<file path="src/rtl/pong_pkg.sv">
// Shared constants, FSM state type and hit-flag payload for the pong ball controller.
package pong_pkg;

   localparam int unsigned H_VIS      = 640;
   localparam int unsigned V_VIS      = 480;
   localparam int unsigned BALL_SIZE  = 16;
   localparam int unsigned BALL_SPEED = 2;
   localparam int unsigned WIN_SCORE  = 9;
   localparam int unsigned POINT_HOLD = 60;
   localparam int unsigned SPEED_MAX  = 6;
   localparam int unsigned COORD_W    = 10;
   localparam int unsigned SCORE_W    = 4;

   localparam logic [COORD_W-1:0] SERVE_X = 10'd312;
   localparam logic [COORD_W-1:0] SERVE_Y = 10'd232;

   typedef enum logic [1:0] {
      SERVE,
      PLAY,
      POINT,
      GAMEOVER
   } state_e;

   typedef struct packed {
      logic l;
      logic r;
      logic t;
      logic b;
   } hit_t;

   // Score increment that sticks at the top of the score range.
   function automatic logic [SCORE_W-1:0] sat_inc(input logic [SCORE_W-1:0] s);
      return (s == '1) ? s : s + 4'd1;
   endfunction

endpackage

</file>
<file path="src/rtl/ball_ctrl_if.sv">
// Video-timing, serve and ball/score signals exchanged with the ball controller.
interface ball_ctrl_if;

   logic [pong_pkg::COORD_W-1:0] h_cnt;
   logic [pong_pkg::COORD_W-1:0] v_cnt;
   logic                         valid;
   logic                         BouncingObject;
   logic                         serve;
   logic [pong_pkg::COORD_W-1:0] ballX;
   logic [pong_pkg::COORD_W-1:0] ballY;
   logic [pong_pkg::SCORE_W-1:0] score1;
   logic [pong_pkg::SCORE_W-1:0] score2;
   logic                         game_over;

   modport master (
      output h_cnt, v_cnt, valid, BouncingObject, serve,
      input  ballX, ballY, score1, score2, game_over
   );

   modport slave (
      input  h_cnt, v_cnt, valid, BouncingObject, serve,
      output ballX, ballY, score1, score2, game_over
   );

endinterface

</file>
<file path="src/rtl/bounce_detect.sv">
// Compares the beam position against the four ball-edge probes and keeps sticky hit flags per frame.
module bounce_detect
   import pong_pkg::*;
#(
   parameter int unsigned SIZE = pong_pkg::BALL_SIZE
) (
   input  logic               clk,
   input  logic               rst,
   input  logic [COORD_W-1:0] h_cnt,
   input  logic [COORD_W-1:0] v_cnt,
   input  logic               valid,
   input  logic               bouncing,
   input  logic               tick,
   input  logic [COORD_W-1:0] ball_x,
   input  logic [COORD_W-1:0] ball_y,
   output hit_t               hit
);

   localparam logic [COORD_W-1:0] EDGE = COORD_W'(SIZE);
   localparam logic [COORD_W-1:0] MID  = COORD_W'(SIZE / 2);

   hit_t match_c;

   // Probe points sit mid-way along each ball edge; sums wrap at 10 bits.
   always_comb begin
      match_c = '0;
      if (valid && bouncing) begin
         match_c.l = (h_cnt == ball_x)        && (v_cnt == ball_y + MID);
         match_c.r = (h_cnt == ball_x + EDGE) && (v_cnt == ball_y + MID);
         match_c.t = (h_cnt == ball_x + MID)  && (v_cnt == ball_y);
         match_c.b = (h_cnt == ball_x + MID)  && (v_cnt == ball_y + EDGE);
      end
   end

   // The tick consumes the old flags; a match on the tick cycle itself lands in the next frame.
   always_ff @(posedge clk or posedge rst) begin
      if (rst) begin
         hit <= '0;
      end else if (tick) begin
         hit <= match_c;
      end else begin
         hit <= hit_t'(hit | match_c);
      end
   end

endmodule

</file>
<file path="src/rtl/ball_ctrl.sv">
// Pong ball controller: serve/play/point/game-over FSM, ball motion, goals and scoring.
// Optional BALL_CTRL_SPEEDUP_EN: ball speed rises by one every fourth paddle bounce.
module ball_ctrl
   import pong_pkg::*;
#(
   parameter int unsigned BALL_SIZE  = pong_pkg::BALL_SIZE,
   parameter int unsigned BALL_SPEED = pong_pkg::BALL_SPEED,
   parameter int unsigned WIN_SCORE  = pong_pkg::WIN_SCORE,
   parameter int unsigned POINT_HOLD = pong_pkg::POINT_HOLD
) (
   input  logic        clk,
   input  logic        rst,
   ball_ctrl_if.slave  bus
);

   localparam int unsigned HOLD_W = (POINT_HOLD > 1) ? $clog2(POINT_HOLD) : 1;

   state_e               state_q, state_d;
   logic [COORD_W-1:0]   x_q, x_d, y_q, y_d;
   logic                 dir_x_q, dir_x_d;   // 1 = right
   logic                 dir_y_q, dir_y_d;   // 1 = down
   logic [SCORE_W-1:0]   s1_q, s1_d, s2_q, s2_d;
   logic [HOLD_W-1:0]    hold_q, hold_d;
   logic                 point_left_q, point_left_d;
   logic                 game_over_q;
   logic [COORD_W-1:0]   speed;
   logic                 tick_c, dx_c, dy_c, bounce_c, goal_l_c, goal_r_c;
   logic [SCORE_W-1:0]   s1_inc_c, s2_inc_c;
   hit_t                 hit;

`ifdef BALL_CTRL_SPEEDUP_EN
   logic [COORD_W-1:0]   speed_q, speed_d;
   logic [1:0]           bcnt_q, bcnt_d;
   assign speed = speed_q;
`else
   assign speed = COORD_W'(BALL_SPEED);
`endif

   assign tick_c = (bus.h_cnt == '0) && (bus.v_cnt == COORD_W'(V_VIS));

   bounce_detect #(.SIZE(BALL_SIZE)) u_bounce_detect (
      .clk      (clk),
      .rst      (rst),
      .h_cnt    (bus.h_cnt),
      .v_cnt    (bus.v_cnt),
      .valid    (bus.valid),
      .bouncing (bus.BouncingObject),
      .tick     (tick_c),
      .ball_x   (x_q),
      .ball_y   (y_q),
      .hit      (hit)
   );

   // Direction after this tick's bounces; opposing hits on one axis cancel out.
   always_comb begin
      dx_c = dir_x_q;
      dy_c = dir_y_q;
      if (hit.r && !hit.l)      dx_c = 1'b0;
      else if (hit.l && !hit.r) dx_c = 1'b1;
      if (hit.b && !hit.t)      dy_c = 1'b0;
      else if (hit.t && !hit.b) dy_c = 1'b1;
   end

   // Any bounce this frame suppresses a goal.
   assign bounce_c = hit.l | hit.r | hit.t | hit.b;
   assign goal_l_c = !bounce_c && !dx_c && (x_q < speed);
   assign goal_r_c = !bounce_c && dx_c &&
                     ((x_q + COORD_W'(BALL_SIZE)) > (COORD_W'(H_VIS) - speed));
   assign s1_inc_c = sat_inc(s1_q);
   assign s2_inc_c = sat_inc(s2_q);

   // Next-state and datapath updates. Serve is a one-cycle pulse, so it is acted on when it arrives.
   always_comb begin
      state_d      = state_q;
      x_d          = x_q;
      y_d          = y_q;
      dir_x_d      = dir_x_q;
      dir_y_d      = dir_y_q;
      s1_d         = s1_q;
      s2_d         = s2_q;
      hold_d       = hold_q;
      point_left_d = point_left_q;
`ifdef BALL_CTRL_SPEEDUP_EN
      speed_d      = speed_q;
      bcnt_d       = bcnt_q;
`endif
      case (state_q)
         SERVE: begin
            if (bus.serve) state_d = PLAY;
         end
         PLAY: begin
            if (tick_c) begin
               dir_x_d = dx_c;
               dir_y_d = dy_c;
               if (goal_l_c) begin
                  s2_d         = s2_inc_c;
                  point_left_d = 1'b1;
                  state_d      = (s2_inc_c == SCORE_W'(WIN_SCORE)) ? GAMEOVER : POINT;
               end else if (goal_r_c) begin
                  s1_d         = s1_inc_c;
                  point_left_d = 1'b0;
                  state_d      = (s1_inc_c == SCORE_W'(WIN_SCORE)) ? GAMEOVER : POINT;
               end else begin
                  x_d = dx_c ? x_q + speed : x_q - speed;
                  y_d = dy_c ? y_q + speed : y_q - speed;
               end
`ifdef BALL_CTRL_SPEEDUP_EN
               if (hit.l || hit.r) begin
                  bcnt_d = bcnt_q + 2'd1;
                  if (bcnt_q == 2'd3 && speed_q < COORD_W'(SPEED_MAX))
                     speed_d = speed_q + 10'd1;
               end
`endif
            end
         end
         POINT: begin
            if (tick_c) begin
               if (hold_q == HOLD_W'(POINT_HOLD - 1)) begin
                  hold_d  = '0;
                  state_d = SERVE;
                  dir_x_d = !point_left_q;
               end else begin
                  hold_d = hold_q + HOLD_W'(1);
               end
            end
         end
         GAMEOVER: begin
            if (bus.serve) begin
               s1_d    = '0;
               s2_d    = '0;
               state_d = SERVE;
            end
         end
         default: state_d = SERVE;
      endcase
      // Every entry into SERVE re-centres the ball and restores the base speed.
      if (state_d == SERVE && state_q != SERVE) begin
         x_d = SERVE_X;
         y_d = SERVE_Y;
`ifdef BALL_CTRL_SPEEDUP_EN
         speed_d = COORD_W'(BALL_SPEED);
         bcnt_d  = '0;
`endif
      end
   end

   always_ff @(posedge clk or posedge rst) begin
      if (rst) begin
         state_q      <= SERVE;
         x_q          <= SERVE_X;
         y_q          <= SERVE_Y;
         dir_x_q      <= 1'b1;
         dir_y_q      <= 1'b1;
         s1_q         <= '0;
         s2_q         <= '0;
         hold_q       <= '0;
         point_left_q <= 1'b0;
         game_over_q  <= 1'b0;
`ifdef BALL_CTRL_SPEEDUP_EN
         speed_q      <= COORD_W'(BALL_SPEED);
         bcnt_q       <= '0;
`endif
      end else begin
         state_q      <= state_d;
         x_q          <= x_d;
         y_q          <= y_d;
         dir_x_q      <= dir_x_d;
         dir_y_q      <= dir_y_d;
         s1_q         <= s1_d;
         s2_q         <= s2_d;
         hold_q       <= hold_d;
         point_left_q <= point_left_d;
         game_over_q  <= (state_d == GAMEOVER);
`ifdef BALL_CTRL_SPEEDUP_EN
         speed_q      <= speed_d;
         bcnt_q       <= bcnt_d;
`endif
      end
   end

   assign bus.ballX     = x_q;
   assign bus.ballY     = y_q;
   assign bus.score1    = s1_q;
   assign bus.score2    = s2_q;
   assign bus.game_over = game_over_q;

endmodule

</file>
<file path="src/flat_wrapper.sv">
// flat-port wrapper written by rule: the top's interface ports become plain ports
module ball_ctrl_flat import pong_pkg::*;
#(
   parameter int unsigned BALL_SIZE  = pong_pkg::BALL_SIZE,
   parameter int unsigned BALL_SPEED = pong_pkg::BALL_SPEED,
   parameter int unsigned WIN_SCORE  = pong_pkg::WIN_SCORE,
   parameter int unsigned POINT_HOLD = pong_pkg::POINT_HOLD
)
  (clk, rst, bus_h_cnt, bus_v_cnt, bus_valid, bus_BouncingObject, bus_serve, bus_ballX, bus_ballY, bus_score1, bus_score2, bus_game_over);
  ball_ctrl_if bus_i ();
  input  logic clk;
  input  logic rst;
  input wire logic [$bits(bus_i.h_cnt)-1:0] bus_h_cnt;
  input wire logic [$bits(bus_i.v_cnt)-1:0] bus_v_cnt;
  input wire logic [$bits(bus_i.valid)-1:0] bus_valid;
  input wire logic [$bits(bus_i.BouncingObject)-1:0] bus_BouncingObject;
  input wire logic [$bits(bus_i.serve)-1:0] bus_serve;
  output wire logic [$bits(bus_i.ballX)-1:0] bus_ballX;
  output wire logic [$bits(bus_i.ballY)-1:0] bus_ballY;
  output wire logic [$bits(bus_i.score1)-1:0] bus_score1;
  output wire logic [$bits(bus_i.score2)-1:0] bus_score2;
  output wire logic [$bits(bus_i.game_over)-1:0] bus_game_over;
  assign bus_i.h_cnt = bus_h_cnt;
  assign bus_i.v_cnt = bus_v_cnt;
  assign bus_i.valid = bus_valid;
  assign bus_i.BouncingObject = bus_BouncingObject;
  assign bus_i.serve = bus_serve;
  assign bus_ballX = bus_i.ballX;
  assign bus_ballY = bus_i.ballY;
  assign bus_score1 = bus_i.score1;
  assign bus_score2 = bus_i.score2;
  assign bus_game_over = bus_i.game_over;
  ball_ctrl #(.BALL_SIZE(BALL_SIZE), .BALL_SPEED(BALL_SPEED), .WIN_SCORE(WIN_SCORE), .POINT_HOLD(POINT_HOLD)) u_core (.clk(clk), .rst(rst), .bus(bus_i));
endmodule
</file>
<file path="config.mk">
export PLATFORM = sky130hd
export DESIGN_NAME = ball_ctrl_flat
export DESIGN_NICKNAME = d
export VERILOG_FILES = /design/src/rtl/pong_pkg.sv /design/src/rtl/ball_ctrl_if.sv /design/src/rtl/bounce_detect.sv /design/src/rtl/ball_ctrl.sv /design/src/flat_wrapper.sv
export SDC_FILE = /design/constraint.sdc
export NUM_CORES = 1
export LEC_CHECK = 0
export BUFFER_PORTS_ARGS = -buffer_cell sky130_fd_sc_hd__buf_4
export CAP_MARGIN = 10
export CORE_UTILIZATION = 58
export CTS_CLUSTER_SIZE = 14
export DETAILED_ROUTE_END_ITERATION = 16
export PLACE_DENSITY_LB_ADDON = 0.08
export SLEW_MARGIN = 25
export SYNTH_ARGS = -nofsm -noshare
export SYNTH_HDL_FRONTEND = slang
export SYNTH_HIERARCHICAL = 1
export SYNTH_SLANG_ARGS = --single-unit
</file>
<file path="constraint.sdc">
create_clock -name clk -period 3.3 [get_ports clk]
set_input_delay 0.165 -clock clk [delete_from_list [all_inputs] [get_ports clk]]
set_output_delay 0.165 -clock clk [all_outputs]
set_load 0.005 [all_outputs]
</file>
* Yosys cells after proc, flatten, opt, wreduce, memory -nomap -nowiden
Index checks and enable logic that the tools add are counted.
Word-level totals: output and inout port bits 29, logic and storage cells 139, bits of input ports 25, flip-flop bits (word level) 44
Operators by class: eq/ne operators 25, $add $sub $neg 11, reductions and logical operators 38, bitwise gates (word level) 4, multiplexer cells 45, order comparisons 2
Operators with widths (count):
- 10-bit 2-to-1 mux | 12
- 10-bit == test | 6
- 4-bit 2-to-1 mux | 10
- 10-bit by 2-bit adder with 10-bit output (second input constant) | 2
- 10-bit by 4-bit adder with 10-bit output (second input constant) | 2
- 10-bit by 5-bit adder with 10-bit output (second input constant) | 2
- 10-bit by 2-bit subtractor with 10-bit output (second input constant) | 2
- 4-bit == test (second input constant) | 4
- 4-bit case mux with 2 select lines | 2
- 1-bit logical AND | 15
- 2-bit 2-to-1 mux | 7
- 4-bit AND reduction | 3
- 2-bit nonzero test | 6
- 1-bit 2-to-1 mux | 11
- 10-bit by 9-bit == test with 1-bit output (second input constant) | 1
- 10-bit > comparator (second input constant) | 1
- 10-bit zero test | 1
- 10-bit by 2-bit less-than comparator with 1-bit output (second input constant) | 1
- 2-bit by 1-bit != test with 1-bit output (second input constant) | 5
- 4-bit by 1-bit adder with 4-bit output (second input constant) | 2
- 2-bit != test (second input constant) | 4
- 2-bit case mux with 4 select lines | 1
- 1-bit zero test | 7
- 6-bit by 1-bit adder with 6-bit output (second input constant) | 1
- other kinds (11) | 17

* Longest topological paths before layout
depth in word-level cells 14, gate-level depth with buffers 10, gate-level depth less buffers 10

* Cells and area by module
Netlist, hierarchy kept.
By module, submodules not included:
- ball_ctrl | cells each 298, instances 1, area each 2705.1 sq um, seq. area each 963.4 sq um
- bounce_detect | cells each 125, instances 1, area each 964.7 sq um, seq. area each 100.1 sq um

* Worst setup path before layout
OpenSTA, ideal clock, no wires.
kind reg2reg, from register, netlist name u_core/u_bounce_detect/hit[0], to register u_core.y_q[9], in the netlist u_core/bus.ballY[9], arrival time 2312 ps, path slack 909 ps, path buffers 0, library setup time 79 ps, period minus slack after synthesis 2391 ps, data required time 3221 ps, cell stages (with the launch flop) 11, path through dfrtp_1 > inv_1 > maj3_1 > inv_1 > ha_1 > and2_1 > o21ai_0 > a31oi_1 > xnor2_1 > or3_1 > a21oi_1
Between the ends: elaborated cells between the ends (all ways) 28, classes of those cells eq/ne: 2; mux: 12; bitwise: 1; reduce/logical: 13
RTL lines:
- 1-bit zero test | RTL line ball_ctrl.sv:61 | else if (hit.t && !hit.b) dy_c = 1'b1;
- 1-bit logical AND | RTL line ball_ctrl.sv:61
- 1-bit 2-to-1 mux | RTL line ball_ctrl.sv:61
- 1-bit 2-to-1 mux * | RTL line ball_ctrl.sv:60 | if (hit.b && !hit.t) dy_c = 1'b0;
- via u_core.dy_c | RTL line ball_ctrl.sv:27 | logic tick_c, dx_c, dy_c, bounce_c, goal_l_c, goal_r_c;
- 10-bit 2-to-1 mux * | RTL line ball_ctrl.sv:105 | y_d = dy_c ? y_q + speed : y_q - speed;
- 10-bit 2-to-1 mux * | RTL line ball_ctrl.sv:99 | end else if (goal_r_c) begin
- 10-bit 2-to-1 mux * | RTL line ball_ctrl.sv:95 | if (goal_l_c) begin
- 10-bit 2-to-1 mux * | RTL line ball_ctrl.sv:92 | if (tick_c) begin
- 10-bit 2-to-1 mux * | RTL line ball_ctrl.sv:87 | case (state_q)
- 10-bit 2-to-1 mux * | RTL line ball_ctrl.sv:137 | if (state_d == SERVE && state_q != SERVE) begin
- end signal: assignment | RTL line ball_ctrl.sv:166 | y_q <= y_d;
- end: declaration | RTL line ball_ctrl.sv:19 | logic [COORD_W-1:0] x_q, x_d, y_q, y_d;
Mark *: on every way through the listed nets, which the timed path passes. The rest lies on a longest branch. The select of a mux whose other input is x is not followed. A chain may end at the register's enable or synchronous reset.

* Final worst setup path
from register, netlist name u_core/u_bounce_detect/hit[0], to register u_core.y_q[9], in the netlist u_core/bus.ballY[9]
Between the ends: elaborated cells between the ends (all ways) 28, classes of those cells eq/ne: 2; mux: 12; bitwise: 1; reduce/logical: 13
RTL lines (RTL line):
- 1-bit zero test | ball_ctrl.sv:61
- 1-bit logical AND | ball_ctrl.sv:61
- 1-bit 2-to-1 mux | ball_ctrl.sv:61
- 1-bit 2-to-1 mux * | ball_ctrl.sv:60
- via u_core.dy_c | ball_ctrl.sv:27
- 10-bit 2-to-1 mux * | ball_ctrl.sv:105
- 10-bit 2-to-1 mux * | ball_ctrl.sv:99
- 10-bit 2-to-1 mux * | ball_ctrl.sv:95
- 10-bit 2-to-1 mux * | ball_ctrl.sv:92
- 10-bit 2-to-1 mux * | ball_ctrl.sv:87
- 10-bit 2-to-1 mux * | ball_ctrl.sv:137
Marked as above.

==> results.json <==
{
  "fp.dieW_um": 81.5,
  "worst-slew-pin-transition_ns": 0.717,
  "detailed_place_hpwl_um": 6580,
  "share_of_the_yosys_chip_area_belonging_to_registers_pct": 29.0,
  "totalPowerFinal_uw": 959,
  "route.detailed.vias_per_inst": 6.26,
  "register_area_um2": 1060,
  "grt_util_all_layers_pct": 28.8,
  "grt_pass1_vias": 3123,
  "switchingPower_uw": 235,
  "synth_top_flop_cell": "dfrtp_1",
  "globalplace.congestion": 0.851,
  "drt_iter0_markers": 231,
  "area_of_the_core_um2": 6030,
  "synth_edf_count": 0,
  "highest_count_cells_in_the_layout_ignoring_fill_and_taps": "buf_4, nand2_1, dfrtp_1, xnor2_1, nor2_1",
  "clock_root_cell": "clkbuf_8",
  "clock_sink_count": 42,
  "final_min_period_ns": 2.65,
  "final_layout_size_suffix_gt1_share_pct": 21.2,
  "design.die.area_um2": 6650,
  "syn2layout_area_growth_pct": 14.4,
  "worstSetupEndpointType": "flop",
  "power_leakage_uw": 0.00179,
  "maxClockFrequency_mhz": 377,
  "async_set_reset_flop_share_out_of_synthesis_pct": 100,
  "grt_pass1_wl_um": 14800,
  "worstHoldPathType": "in -> reg",
  "cts_max_path_buffers": 2,
  "initial_cell_density_of_the_core_pct": 60.9,
  "max_cap_viol_count": 0,
  "synth_area_per_cell_um2": 8.68,
  "clock_transition_at_the_registers_of_the_reported_paths_ns": 0.08,
  "floorplan.io_pins": 54,
  "clock_skew_ns": 0.00675,
  "antenna_nets_post_route": 0,
  "clock_latency_ns": 0.30,
  "yosys.cell_types.count": 77,
  "cellInternalPower_uw": 724,
  "timing.final.setup_violations": 0,
  "crit_required_ns": 3.53,
  "detail_route.drc_violations": 0,
  "maxSlewHeadroom_pct": 52.0,
  "chipHeight_um": 81.5,
  "cts_tree": "yes",
  "finalNetCount": 519,
  "insertedDiodeCount": 0,
  "antenna_found_initial": 0,
  "run_status": "completed",
  "pin_count_of_the_biggest_net_entering_global_routing": 27,
  "io_buffers": 51,
  "vdd_drop_max_mv": 0.204,
  "post_drt_wl_per_cell_um": 16.2,
  "finalMaxSlewViolations": 0,
  "pwr-share-comb_pct": 9.2,
  "htreeDepth": 2,
  "worst_setup_path_start_kind": "flop",
  "layout.cells.most_common": "buf_4",
  "routed_wirelength_um": 8940,
  "n_fill_cell": 500,
  "rsz0062_at_grt": "no",
  "arrival_ns": 2.88,
  "detailedRoute.firstPassIterationCount": 5,
  "cts_resized": 0,
  "multi_input_area_um2": 2470,
  "power.clock.fraction_pct": 37.1,
  "critPathMaxFanout": 9,
  "row_count": 28,
  "synth_cells": 423,
  "seq_power_share_pct": 53.7,
  "timing.setup.critical_path_class": "reg -> reg",
  "netlist_area_before_placement_um2": 3670,
  "post_cts_buffers": 0,
  "tns_ns": 0,
  "cts_made_buffers": 5,
  "count_of_warnings_emitted_by_yosys": 6,
  "grt-ovfl-total": 0,
  "power_density_nw_per_um2": 228,
  "vias": 3451,
  "ys_seq_elements": 42,
  "p_sw_share_pct": 24.5,
  "timing_hold_violations_final": 0,
  "timing.final.crit_share_pct": 80.4
}
==> power by group through the flow <==
| stage | combinational, µW | sequential [µW] | clock [µW] |
|---|---|---|---|
| 6_report | 88.4 | 515 | 356 |
| 3_5_place_dp | 87.1 | 525 | 0 |
| 2_1_floorplan | 43.6 | 525 | 0 |
| 4_1_cts | 88.3 | 515 | 365 |
| 5_1_grt | 97.4 | 515 | 387 |
| 3_3_place_gp | 84.9 | 525 | 0 |
==> cell type report <==
cell class | instances | share of cell area (%)
Multi-Input combinational cell | 353 | 58.8
Sequential cell | 42 | 25.3
Timing Repair Buffer | 54 | 9.71
Tap cell | 75 | 2.23
Clock buffer | 6 | 1.97
Inverter | 19 | 1.70
Clock inverter | 2 | 0.298
==> state kept, by name, indices dropped and copies added (netlist names) <==
register,flops
u_core/bus.ballX,9
u_core/bus.ballY,9
u_core/bus.game_over,1
u_core/bus.score1,4
u_core/bus.score2,4
u_core/dir_x_q,1
u_core/dir_y_q,1
u_core/hold_q,6
u_core/point_left_q,1
u_core/state_q,2
u_core/u_bounce_detect/hit,4
==> final timing paths <==
check | start | to | slack [ns] | cells after the start
min in group asynchronous | rst | u_core/u_bounce_detect/hit[1] | 0.32 | 3
max reg2reg | u_core/u_bounce_detect/hit[0] | u_core/bus.ballY[9] | 0.65 | 10
min | bus_serve | u_core/state_q[0] | 0.16 | 4
min reg2reg | u_core/hold_q[5] | u_core/hold_q[5] | 0.49 | 1
max in group asynchronous | rst | u_core/bus.ballY[3] | 2.14 | 4
max | u_core/u_bounce_detect/hit[0] | u_core/bus.ballY[9] | 0.65 | 10
==> metal layers <==
layer | track usage, % | vias up | wire, µm
li1 | - | 1660 | -
met1 | 39.6 | 1671 | 4040
met2 | 46.7 | 111 | 4290
met3 | 4.78 | 9 | 529
met4 | 7.68 | 0 | 87
met5 | 0 | - | 0
==> synth_stat cells (all sizes together), types with 4 or more instances <==
cell | number | area share, %
nand3b | 4 | 0.82
nand2b | 9 | 1.5
o21ai | 22 | 3.0
clkbuf | 4 | 0.41
or4 | 4 | 1.0
nor4b | 5 | 1.2
ha | 18 | 6.1
nor2 | 28 | 3.0
nand3 | 22 | 3.1
nor3 | 14 | 2.5
nor2b | 4 | 0.68
dfrtp | 32 | 22
nand2 | 47 | 5.1
dfstp | 10 | 7.2
and2 | 11 | 1.9
xnor2 | 27 | 6.4
and3 | 5 | 0.85
a21o | 4 | 0.82
nand4 | 8 | 1.4
or2 | 4 | 0.68
or3 | 8 | 1.5
o211ai | 5 | 1.0
a21oi | 18 | 2.9
xor2 | 15 | 3.6
nor4 | 7 | 1.8
mux2i | 8 | 2.2
o2111ai | 4 | 0.95
inv | 19 | 1.9
buf | 8 | 1.7
o32ai | 4 | 1.2
==> critical path, cell delays in order (launching register included) <==
cell and delay, ns:
dfrtp_1 0.38, inv_1 0.05, maj3_1 0.40, inv_1 0.26, ha_1 0.35, and2_1 0.19
o21ai_0 0.21, a31oi_1 0.13, xnor2_1 0.15, or3_1 0.31, a21oi_1 0.15
==> through the flow <==
stage	worst slack [ns]	area, µm²	util (%)	cells	hold slack (ns)
2_1_floorplan	0.909	3680	-	426	-0.0689
3_3_place_gp	0.778	4090	67.9	542	0.0716
3_5_place_dp	0.688	4090	67.9	542	0.0767
4_1_cts	0.681	4200	69.7	551	0.150
5_1_grt	0.427	4200	69.7	551	0.172
6_report	0.646	4200	69.7	551	0.159
==> cells by family (layout without fill, tap and decap cells) <==
| group | count (synthesis) | after routing | synth area share [%] |
|---|---|---|---|
| simple gates | 189 | 189 | 29.3 |
| other cells | 1 | 4 | 0.102 |
| flops | 42 | 42 | 29.0 |
| compound gates | 88 | 88 | 17.7 |
| mux | 10 | 10 | 2.80 |
| xor+xnor | 42 | 42 | 10.0 |
| fa+ha+maj | 20 | 20 | 6.96 |
| buf+inv | 31 | 81 | 4.09 |
==> what timing repair did <==
| item | in CTS | in global routing |
|---|---|---|
| endpoints found under the hold margin | 4 | 0 |
| hold buffers | 1 | 0 |
| endpoints found under the setup margin | 0 | 0 |
No activity file was read; power rests on OpenSTA's default activity.
